[config.mk]
export PLATFORM = sky130hd
export DESIGN_NAME = mem_stage_flat
export DESIGN_NICKNAME = d
export VERILOG_FILES = /design/src/rtl/mem_stage_pkg.sv /design/src/rtl/mem_stage_if.sv /design/src/rtl/mem_stage_wb_reg.sv /design/src/rtl/mem_stage.sv /design/src/flat_wrapper.sv
export SDC_FILE = /design/constraint.sdc
export NUM_CORES = 1
export LEC_CHECK = 0
export BUFFER_PORTS_ARGS = -buffer_cell sky130_fd_sc_hd__buf_2
export CAP_MARGIN = 10
export CORE_MARGIN = 2
export CORE_UTILIZATION = 50
export DETAILED_ROUTE_END_ITERATION = 7
export PLACE_DENSITY = 0.86
export SLEW_MARGIN = 20
export SYNTH_ARGS = -nofsm -noshare
export SYNTH_HDL_FRONTEND = slang
export SYNTH_SLANG_ARGS = --single-unit
[constraint.sdc]
create_clock -name clk -period 3.52 [get_ports clk]
set_clock_uncertainty 0.2 [all_clocks]
set_input_delay 0.704 -clock clk [delete_from_list [all_inputs] [get_ports clk]]
set_output_delay 0.704 -clock clk [all_outputs]
set_load 0.01 [all_outputs]
[src/rtl/mem_stage_pkg.sv]
// Shared types and widths for the memory stage slice.
//   mem_state_t : memory-stage FSM states (idle / waiting for data memory)
//   REG_W       : register-index width
//   DATA_W      : data and address width
package cpu_pkg;

    localparam int unsigned REG_W  = 4;
    localparam int unsigned DATA_W = 32;

    typedef enum logic {
        MEM_IDLE,
        MEM_WAIT
    } mem_state_t;

endpackage

[src/rtl/mem_stage_if.sv]
// Data-memory request/acknowledge bus between the memory stage and data memory.
//   dmem_req   : request, held high for the whole transaction
//   dmem_we    : 1 = write, 0 = read
//   dmem_addr  : transaction address
//   dmem_wdata : store data
//   dmem_rdata : load data, valid while dmem_ack is high
//   dmem_ack   : one-cycle completion pulse
// Modports: master = memory stage, slave = data memory.
interface mem_stage_if;
    import cpu_pkg::*;

    logic              dmem_req;
    logic              dmem_we;
    logic [DATA_W-1:0] dmem_addr;
    logic [DATA_W-1:0] dmem_wdata;
    logic [DATA_W-1:0] dmem_rdata;
    logic              dmem_ack;

    modport master (
        output dmem_req, dmem_we, dmem_addr, dmem_wdata,
        input  dmem_rdata, dmem_ack
    );

    modport slave (
        input  dmem_req, dmem_we, dmem_addr, dmem_wdata,
        output dmem_rdata, dmem_ack
    );

endinterface

[src/rtl/mem_stage_wb_reg.sv]
// MEM/WB pipeline register.
//   clk, rst_n : clock, asynchronous active-low reset
//   valid_i    : a live instruction completes this cycle
//   en_i       : that instruction writes a register
//   load_i     : capture dest_i/data_i (dest/data hold otherwise)
//   dest_i     : destination register
//   data_i     : write-back value
//   valid_o, en_o, dest_o, data_o : registered MEM/WB contents
// en_o is qualified by valid so a bubble never carries a write enable.
module mem_wb_reg
    import cpu_pkg::*;
(
    input  logic              clk,
    input  logic              rst_n,
    input  logic              valid_i,
    input  logic              en_i,
    input  logic              load_i,
    input  logic [REG_W-1:0]  dest_i,
    input  logic [DATA_W-1:0] data_i,
    output logic              valid_o,
    output logic              en_o,
    output logic [REG_W-1:0]  dest_o,
    output logic [DATA_W-1:0] data_o
);

    logic              valid_q;
    logic              en_q;
    logic [REG_W-1:0]  dest_q;
    logic [DATA_W-1:0] data_q;

    always_ff @(posedge clk or negedge rst_n) begin
        if (!rst_n) begin
            valid_q <= 1'b0;
            en_q    <= 1'b0;
            dest_q  <= '0;
            data_q  <= '0;
        end else begin
            valid_q <= valid_i;
            en_q    <= valid_i & en_i;
            if (load_i) begin
                dest_q <= dest_i;
                data_q <= data_i;
            end
        end
    end

    assign valid_o = valid_q;
    assign en_o    = en_q;
    assign dest_o  = dest_q;
    assign data_o  = data_q;

endmodule

[src/rtl/mem_stage.sv]
// Memory stage of the 5-stage pipeline (between EX and WB).
// Runs a req/ack transaction with data memory for loads and stores, stalls the
// pipe while waiting, aborts after ACK_TIMEOUT cycles without ack (sticky mem_err),
// and registers the write-back result into the MEM/WB register.
// Parameters:
//   ACK_TIMEOUT : max WAIT cycles without dmem_ack before abort (1..255)
// Ports:
//   clk, rst_n           : clock, asynchronous active-low reset
//   ex_valid, mem_rd, mem_wr, wb_en_in, mem_addr, mem_data, alu_out, reg_dest_in
//                        : instruction from EX (sampled only while idle)
//   flush                : kill the instruction held in this stage
//   dmem                 : data-memory bus (mem_stage_if.master)
//   stall                : high exactly while a transaction is outstanding
//   wb_valid, wb_en, wb_reg_dest, wb_data : MEM/WB register outputs
//   mem_err              : sticky transaction-timeout flag
// Optional feature macro MEM_STAGE_FWD_EN adds fwd_valid/fwd_reg/fwd_data for
// the forwarding unit.
module mem_stage
    import cpu_pkg::*;
#(
    parameter int unsigned ACK_TIMEOUT = 255
) (
    input  logic              clk,
    input  logic              rst_n,
    input  logic              ex_valid,
    input  logic              mem_rd,
    input  logic              mem_wr,
    input  logic              wb_en_in,
    input  logic [DATA_W-1:0] mem_addr,
    input  logic [DATA_W-1:0] mem_data,
    input  logic [DATA_W-1:0] alu_out,
    input  logic [REG_W-1:0]  reg_dest_in,
    input  logic              flush,
    mem_stage_if.master       dmem,
    output logic              stall,
    output logic              wb_valid,
    output logic              wb_en,
    output logic [REG_W-1:0]  wb_reg_dest,
    output logic [DATA_W-1:0] wb_data,
`ifdef MEM_STAGE_FWD_EN
    output logic              fwd_valid,
    output logic [REG_W-1:0]  fwd_reg,
    output logic [DATA_W-1:0] fwd_data,
`endif
    output logic              mem_err
);

    localparam logic [7:0] CNT_LAST = 8'(ACK_TIMEOUT - 1);

    mem_state_t        state_q;
    logic [7:0]        cnt_q;
    logic              req_q;
    logic              we_q;
    logic [DATA_W-1:0] addr_q;
    logic [DATA_W-1:0] wdata_q;
    logic [REG_W-1:0]  dest_q;
    logic              en_q;
    logic              dead_q;   // flushed while waiting: finish the access, drop the result
    logic              err_q;

    logic              accept_alu;
    logic              accept_mem;

    logic              wb_valid_d;
    logic              wb_en_d;
    logic              wb_load_d;
    logic [REG_W-1:0]  wb_dest_d;
    logic [DATA_W-1:0] wb_data_d;

    assign accept_alu = (state_q == MEM_IDLE) && ex_valid && !flush && !(mem_rd || mem_wr);
    assign accept_mem = (state_q == MEM_IDLE) && ex_valid && !flush &&  (mem_rd || mem_wr);

    always_ff @(posedge clk or negedge rst_n) begin
        if (!rst_n) begin
            state_q <= MEM_IDLE;
            cnt_q   <= '0;
            req_q   <= 1'b0;
            we_q    <= 1'b0;
            addr_q  <= '0;
            wdata_q <= '0;
            dest_q  <= '0;
            en_q    <= 1'b0;
            dead_q  <= 1'b0;
            err_q   <= 1'b0;
        end else begin
            case (state_q)
                MEM_IDLE: begin
                    if (accept_mem) begin
                        state_q <= MEM_WAIT;
                        cnt_q   <= '0;
                        req_q   <= 1'b1;
                        we_q    <= mem_wr;
                        addr_q  <= mem_addr;
                        wdata_q <= mem_data;
                        dest_q  <= reg_dest_in;
                        en_q    <= wb_en_in;
                        dead_q  <= 1'b0;
                    end
                end
                MEM_WAIT: begin
                    if (flush) begin
                        dead_q <= 1'b1;
                    end
                    if (dmem.dmem_ack) begin
                        state_q <= MEM_IDLE;
                        req_q   <= 1'b0;
                    end else if (cnt_q == CNT_LAST) begin
                        state_q <= MEM_IDLE;
                        req_q   <= 1'b0;
                        err_q   <= 1'b1;
                    end else begin
                        cnt_q <= cnt_q + 8'd1;
                    end
                end
                default: state_q <= MEM_IDLE;
            endcase
        end
    end

    // Next MEM/WB contents: ALU results retire straight from IDLE, memory
    // results retire on the ack edge unless the instruction was flushed.
    always_comb begin
        wb_valid_d = 1'b0;
        wb_en_d    = 1'b0;
        wb_load_d  = 1'b0;
        wb_dest_d  = reg_dest_in;
        wb_data_d  = alu_out;
        if (accept_alu) begin
            wb_valid_d = 1'b1;
            wb_en_d    = wb_en_in;
            wb_load_d  = 1'b1;
        end else if ((state_q == MEM_WAIT) && dmem.dmem_ack && !(dead_q || flush)) begin
            wb_valid_d = 1'b1;
            wb_en_d    = en_q && !we_q;
            wb_load_d  = 1'b1;
            wb_dest_d  = dest_q;
            wb_data_d  = we_q ? '0 : dmem.dmem_rdata;
        end
    end

    mem_wb_reg u_mem_wb_reg (
        .clk     (clk),
        .rst_n   (rst_n),
        .valid_i (wb_valid_d),
        .en_i    (wb_en_d),
        .load_i  (wb_load_d),
        .dest_i  (wb_dest_d),
        .data_i  (wb_data_d),
        .valid_o (wb_valid),
        .en_o    (wb_en),
        .dest_o  (wb_reg_dest),
        .data_o  (wb_data)
    );

    assign dmem.dmem_req   = req_q;
    assign dmem.dmem_we    = we_q;
    assign dmem.dmem_addr  = addr_q;
    assign dmem.dmem_wdata = wdata_q;
    assign stall           = (state_q == MEM_WAIT);
    assign mem_err         = err_q;

`ifdef MEM_STAGE_FWD_EN
    assign fwd_valid = wb_valid & wb_en;
    assign fwd_reg   = wb_reg_dest;
    assign fwd_data  = wb_data;
`endif

endmodule

[src/flat_wrapper.sv]
// flat-port wrapper written by rule: the top's interface ports become plain ports
module mem_stage_flat import cpu_pkg::*;
#(
    parameter int unsigned ACK_TIMEOUT = 255
)
  (clk, rst_n, ex_valid, mem_rd, mem_wr, wb_en_in, mem_addr, mem_data, alu_out, reg_dest_in, flush, stall, wb_valid, wb_en, wb_reg_dest, wb_data, mem_err, dmem_dmem_req, dmem_dmem_we, dmem_dmem_addr, dmem_dmem_wdata, dmem_dmem_rdata, dmem_dmem_ack);
  mem_stage_if dmem_i ();
  input  logic clk;
  input  logic rst_n;
  input  logic ex_valid;
  input  logic mem_rd;
  input  logic mem_wr;
  input  logic wb_en_in;
  input  logic [DATA_W-1:0] mem_addr;
  input  logic [DATA_W-1:0] mem_data;
  input  logic [DATA_W-1:0] alu_out;
  input  logic [REG_W-1:0] reg_dest_in;
  input  logic flush;
  output logic stall;
  output logic wb_valid;
  output logic wb_en;
  output logic [REG_W-1:0] wb_reg_dest;
  output logic [DATA_W-1:0] wb_data;
  output logic mem_err;
  output wire logic [$bits(dmem_i.dmem_req)-1:0] dmem_dmem_req;
  output wire logic [$bits(dmem_i.dmem_we)-1:0] dmem_dmem_we;
  output wire logic [$bits(dmem_i.dmem_addr)-1:0] dmem_dmem_addr;
  output wire logic [$bits(dmem_i.dmem_wdata)-1:0] dmem_dmem_wdata;
  input wire logic [$bits(dmem_i.dmem_rdata)-1:0] dmem_dmem_rdata;
  input wire logic [$bits(dmem_i.dmem_ack)-1:0] dmem_dmem_ack;
  assign dmem_dmem_req = dmem_i.dmem_req;
  assign dmem_dmem_we = dmem_i.dmem_we;
  assign dmem_dmem_addr = dmem_i.dmem_addr;
  assign dmem_dmem_wdata = dmem_i.dmem_wdata;
  assign dmem_i.dmem_rdata = dmem_dmem_rdata;
  assign dmem_i.dmem_ack = dmem_dmem_ack;
  mem_stage #(.ACK_TIMEOUT(ACK_TIMEOUT)) u_core (.clk(clk), .rst_n(rst_n), .ex_valid(ex_valid), .mem_rd(mem_rd), .mem_wr(mem_wr), .wb_en_in(wb_en_in), .mem_addr(mem_addr), .mem_data(mem_data), .alu_out(alu_out), .reg_dest_in(reg_dest_in), .flush(flush), .dmem(dmem_i), .stall(stall), .wb_valid(wb_valid), .wb_en(wb_en), .wb_reg_dest(wb_reg_dest), .wb_data(wb_data), .mem_err(mem_err));
endmodule
==> impl_metrics.csv <==
group,metric,value,unit
run_status,run_status,"finished, final reports clean",
cts,post_cts_resized,0,
cts,cts-htree-levels,4,
floorplan,fp.dieW,105.0,um
logic_synthesis,ys_seq_elements,120,
worst_setup_path,r2r_slack,1.27,ns
worst_setup_path,r2r_cells,6,
logic_synthesis,synth_most_common_cell,"nand2_1",
logic_synthesis,yosys-top-cells-count,"nand2_1 (223), dfrtp_1 (120), a21oi_1 (66), nor2_1 (40), nor3b_1 (32)",
finish,stdcell_count,946,
worst_setup_path,worstSetupStartpointType,"register",
min_path,min_path_type,"primary input to register",
logic_synthesis,ys_warn_count,0,
floorplan,die_y,105.0,um
global_route,grt_pass1_wl,23170,um
global_route,grt_pass1_vias,4851,
logic_synthesis,ys_types,29,
logic_synthesis,syn-num-nets,709,
floorplan,boundaryPins,246,
logic_synthesis,yosysTopAreaCell,"dfrtp_1",
sta,fin_tns_setup,0,ns
cts,clk_latency,0.51,ns
logic_synthesis,synthTopCellsByArea,"dfrtp_1 (59%), nand2_1 (16%), a21oi_1 (6.5%)",
finish,ff_latch_area,0.003003,mm2
logic_synthesis,netlist_instances,567,
min_path,worstHoldEndpoint,"u_core.dmem.dmem_addr[17]",
sta,period_needed,2.450,ns
finish,diodes,0,
cts,cts_hold_buf,1,
sta,max_freq,0.4082,GHz
logic_synthesis,yosysSeqAreaShare,0.5891,
worst_setup_path,r2r-end,"u_core.cnt_q[2]",
place,routabilityCongestion,0.7754,
min_path,hold_path_depth,3,
worst_setup_path,crit_buf_inv,2,
sta,grt_setup_unrepaired,"false",
route,drt-initial-drc-count,326,
sta,drv_slew,0,
route,vias,4816,
worst_setup_path,path_class,"register to output pin",
worst_setup_path,reg2reg_from,"u_core.cnt_q[0]",
power,p_leak,3.808,nW
min_path,min_from,"mem_addr[17]",
finish,area.growth.synth_to_final,37.06,%
worst_setup_path,arrival,1.55,ns
place,pre_cts_ws,1.010,ns
worst_setup_path,worst_setup_path_end_kind,"output pin",
sta,setup_viol,0,
global_route,antenna_found_initial,0,
route,wl_per_cell,14.61,um
cts,cts_tree,"built",
route,ant_nets,0,
power,vdd_drop_max,0.3546,mV
finish,nFillCells,760,
cts,clock_path_buffers,2,
power,power.density,666.3,mW/mm2
finish,drive_gt1_frac,0.3555,
place,dp_cells,915,
sta,hold_viol,0,
logic_synthesis,yosys.area.top_type_share,0.5891,
logic_synthesis,syn_area,0.005097,mm2
cts,clock-sinks,120,
global_route,track_usage,0.2633,
sta,max_slew.worst_pin.slew,0.7943,ns
place,portBuffers,245,
route,drc,0,
finish,final_nets,944,
global_route,grt_remaining_overflow,0,
logic_synthesis,synth-edff-count,0,
floorplan,start_util,0.5191,
cts,clkTransAtPathRegs,0.06,ns
worst_setup_path,crit_slowest_cell,"dfrtp_1",
place,dp_hpwl,9878,um
sta,maxSlewHeadroom,0.4669,
route,vias_per_cell,5.091,
finish,utilization,0.7115,
cts,cts_setup_buffers,0,
cts,ctsRootBufferMaster,"clkbuf_8",
logic_synthesis,synth-main-ff-cell,"dfrtp_1",
run,max_cap_viol_count,0,
floorplan,design.core.area,0.009819,mm2
sta,timing.final.crit_share,0.6960,
route,drt_wl_total,13820,um
worst_setup_path,crit_fanout,29,
route,first_pass_iters,4,
logic_synthesis,async_reset_ff_frac,1.000,
global_route,grt_max_degree,103,
worst_setup_path,crit_chain,"buf_4 > buf_2",
sta,fin_ws,1.070,ns
finish,multi_input_area,0.001921,mm2
logic_synthesis,avgSynthCellArea,8.990,um2
floorplan,dieArea,0.01102,mm2
floorplan,fp-row-count,36,
worst_setup_path,required,2.62,ns
worst_setup_path,crit_family,"buffers and inverters",
cts,cts_buffers,17,
sta,hold_slack,0.1764,ns
worst_setup_path,slowest_delay,0.48,ns
==> power by group <==
group / switching (W) / internal [W] / leakage (nW) / total (W)
Clock: 0.000581 / 0.00109 / 0.285 / 0.00167
Sequential: 0.000202 / 0.00172 / 1.48 / 0.00192
Combinational: 0.000601 / 0.000467 / 2.04 / 0.00107
Total: 0.00139 / 0.00327 / 3.81 / 0.00466
==> worst min-delay path: cells and delay by family <==
kind	cells	cell delay [ns]
buffers and inverters	1	0.07
AND/OR/NAND/NOR	2	0.08
==> state kept, by name, summed over array words and instances, names as in the netlist <==
register	count
u_core.dead_q	1
u_core.dmem.dmem_addr	32
u_core.u_mem_wb_reg.valid_o	1
u_core.dmem.dmem_wdata	32
u_core.dmem.dmem_we	1
u_core.dest_q	4
u_core.en_q	1
u_core.stall	1
u_core.dmem.dmem_req	1
u_core.u_mem_wb_reg.en_o	1
u_core.mem_err	1
u_core.cnt_q	8
u_core.u_mem_wb_reg.dest_o	4
u_core.u_mem_wb_reg.data_o	32
==> cell families after synthesis <==
family                     synth area share
xor gates and xnor gates           0.001719
adders and majority gates          0.004908
DFF                                  0.5891
AOI/OAI and AO/OA                   0.09426
and+or+nand+nor                      0.2685
buffers and inverters               0.04148
==> cell type report <==
type	count	share of cell area
tap	133	0.02382
clock buffer	22	0.06913
inverter	2	0.001074
clock inverter	8	0.01361
sequential	120	0.4298
timing repair buffer	254	0.1877
multi-input combinational	407	0.2749
==> cells in the final DEF, fill, tap and decap left out, drive strengths merged, types with 3 or more instances in the layout <==
master / count
a21o: 5
a21oi: 66
a31oi: 5
buf: 253
clkbuf: 22
clkinv: 4
dfrtp: 120
nand2: 223
nand3: 8
nor2: 40
nor3b: 33
o21ai: 8
or3: 3
==> per-stage QoR <==
stage / total power (W) / area, um2
after floorplan: 0.002458 / 5097
after global placement: 0.002947 / 6399
after detailed placement: 0.003006 / 6399
after CTS: 0.004681 / 6987
after global routing: 0.004913 / 6987
final: 0.004655 / 6987
==> how the worst max path moves through the flow <==
| stage | start | to | slack [ns] | cells after the start |
|---|---|---|---|---|
| floorplan | flush | u_core.u_mem_wb_reg.data_o[14] | 1.69 | 6 |
| global placement | flush | u_core.u_mem_wb_reg.data_o[6] | 1.09 | 6 |
| detailed placement | flush | u_core.u_mem_wb_reg.data_o[4] | 1.01 | 6 |
| CTS | u_core.dmem.dmem_we | dmem_dmem_we | 1.07 | 2 |
| global route | u_core.dmem.dmem_we | dmem_dmem_we | 0.98 | 2 |
| finish | u_core.dmem.dmem_we | dmem_dmem_we | 1.07 | 2 |
==> routing by layer <==
| layer | part of all wire | wire, um | GRT usage | vias to the layer above |
|---|---|---|---|---|
| li1 | - | - | - | 2307 |
| met1 | 0.39 | 5348 | 0.3084 | 2273 |
| met2 | 0.51 | 6986 | 0.4499 | 214 |
| met3 | 0.088 | 1211 | 0.08983 | 22 |
| met4 | 0.020 | 276 | 0.09333 | 0 |
| met5 | 0 | 0 | 0 | - |
(Power assumes the default switching activity.)
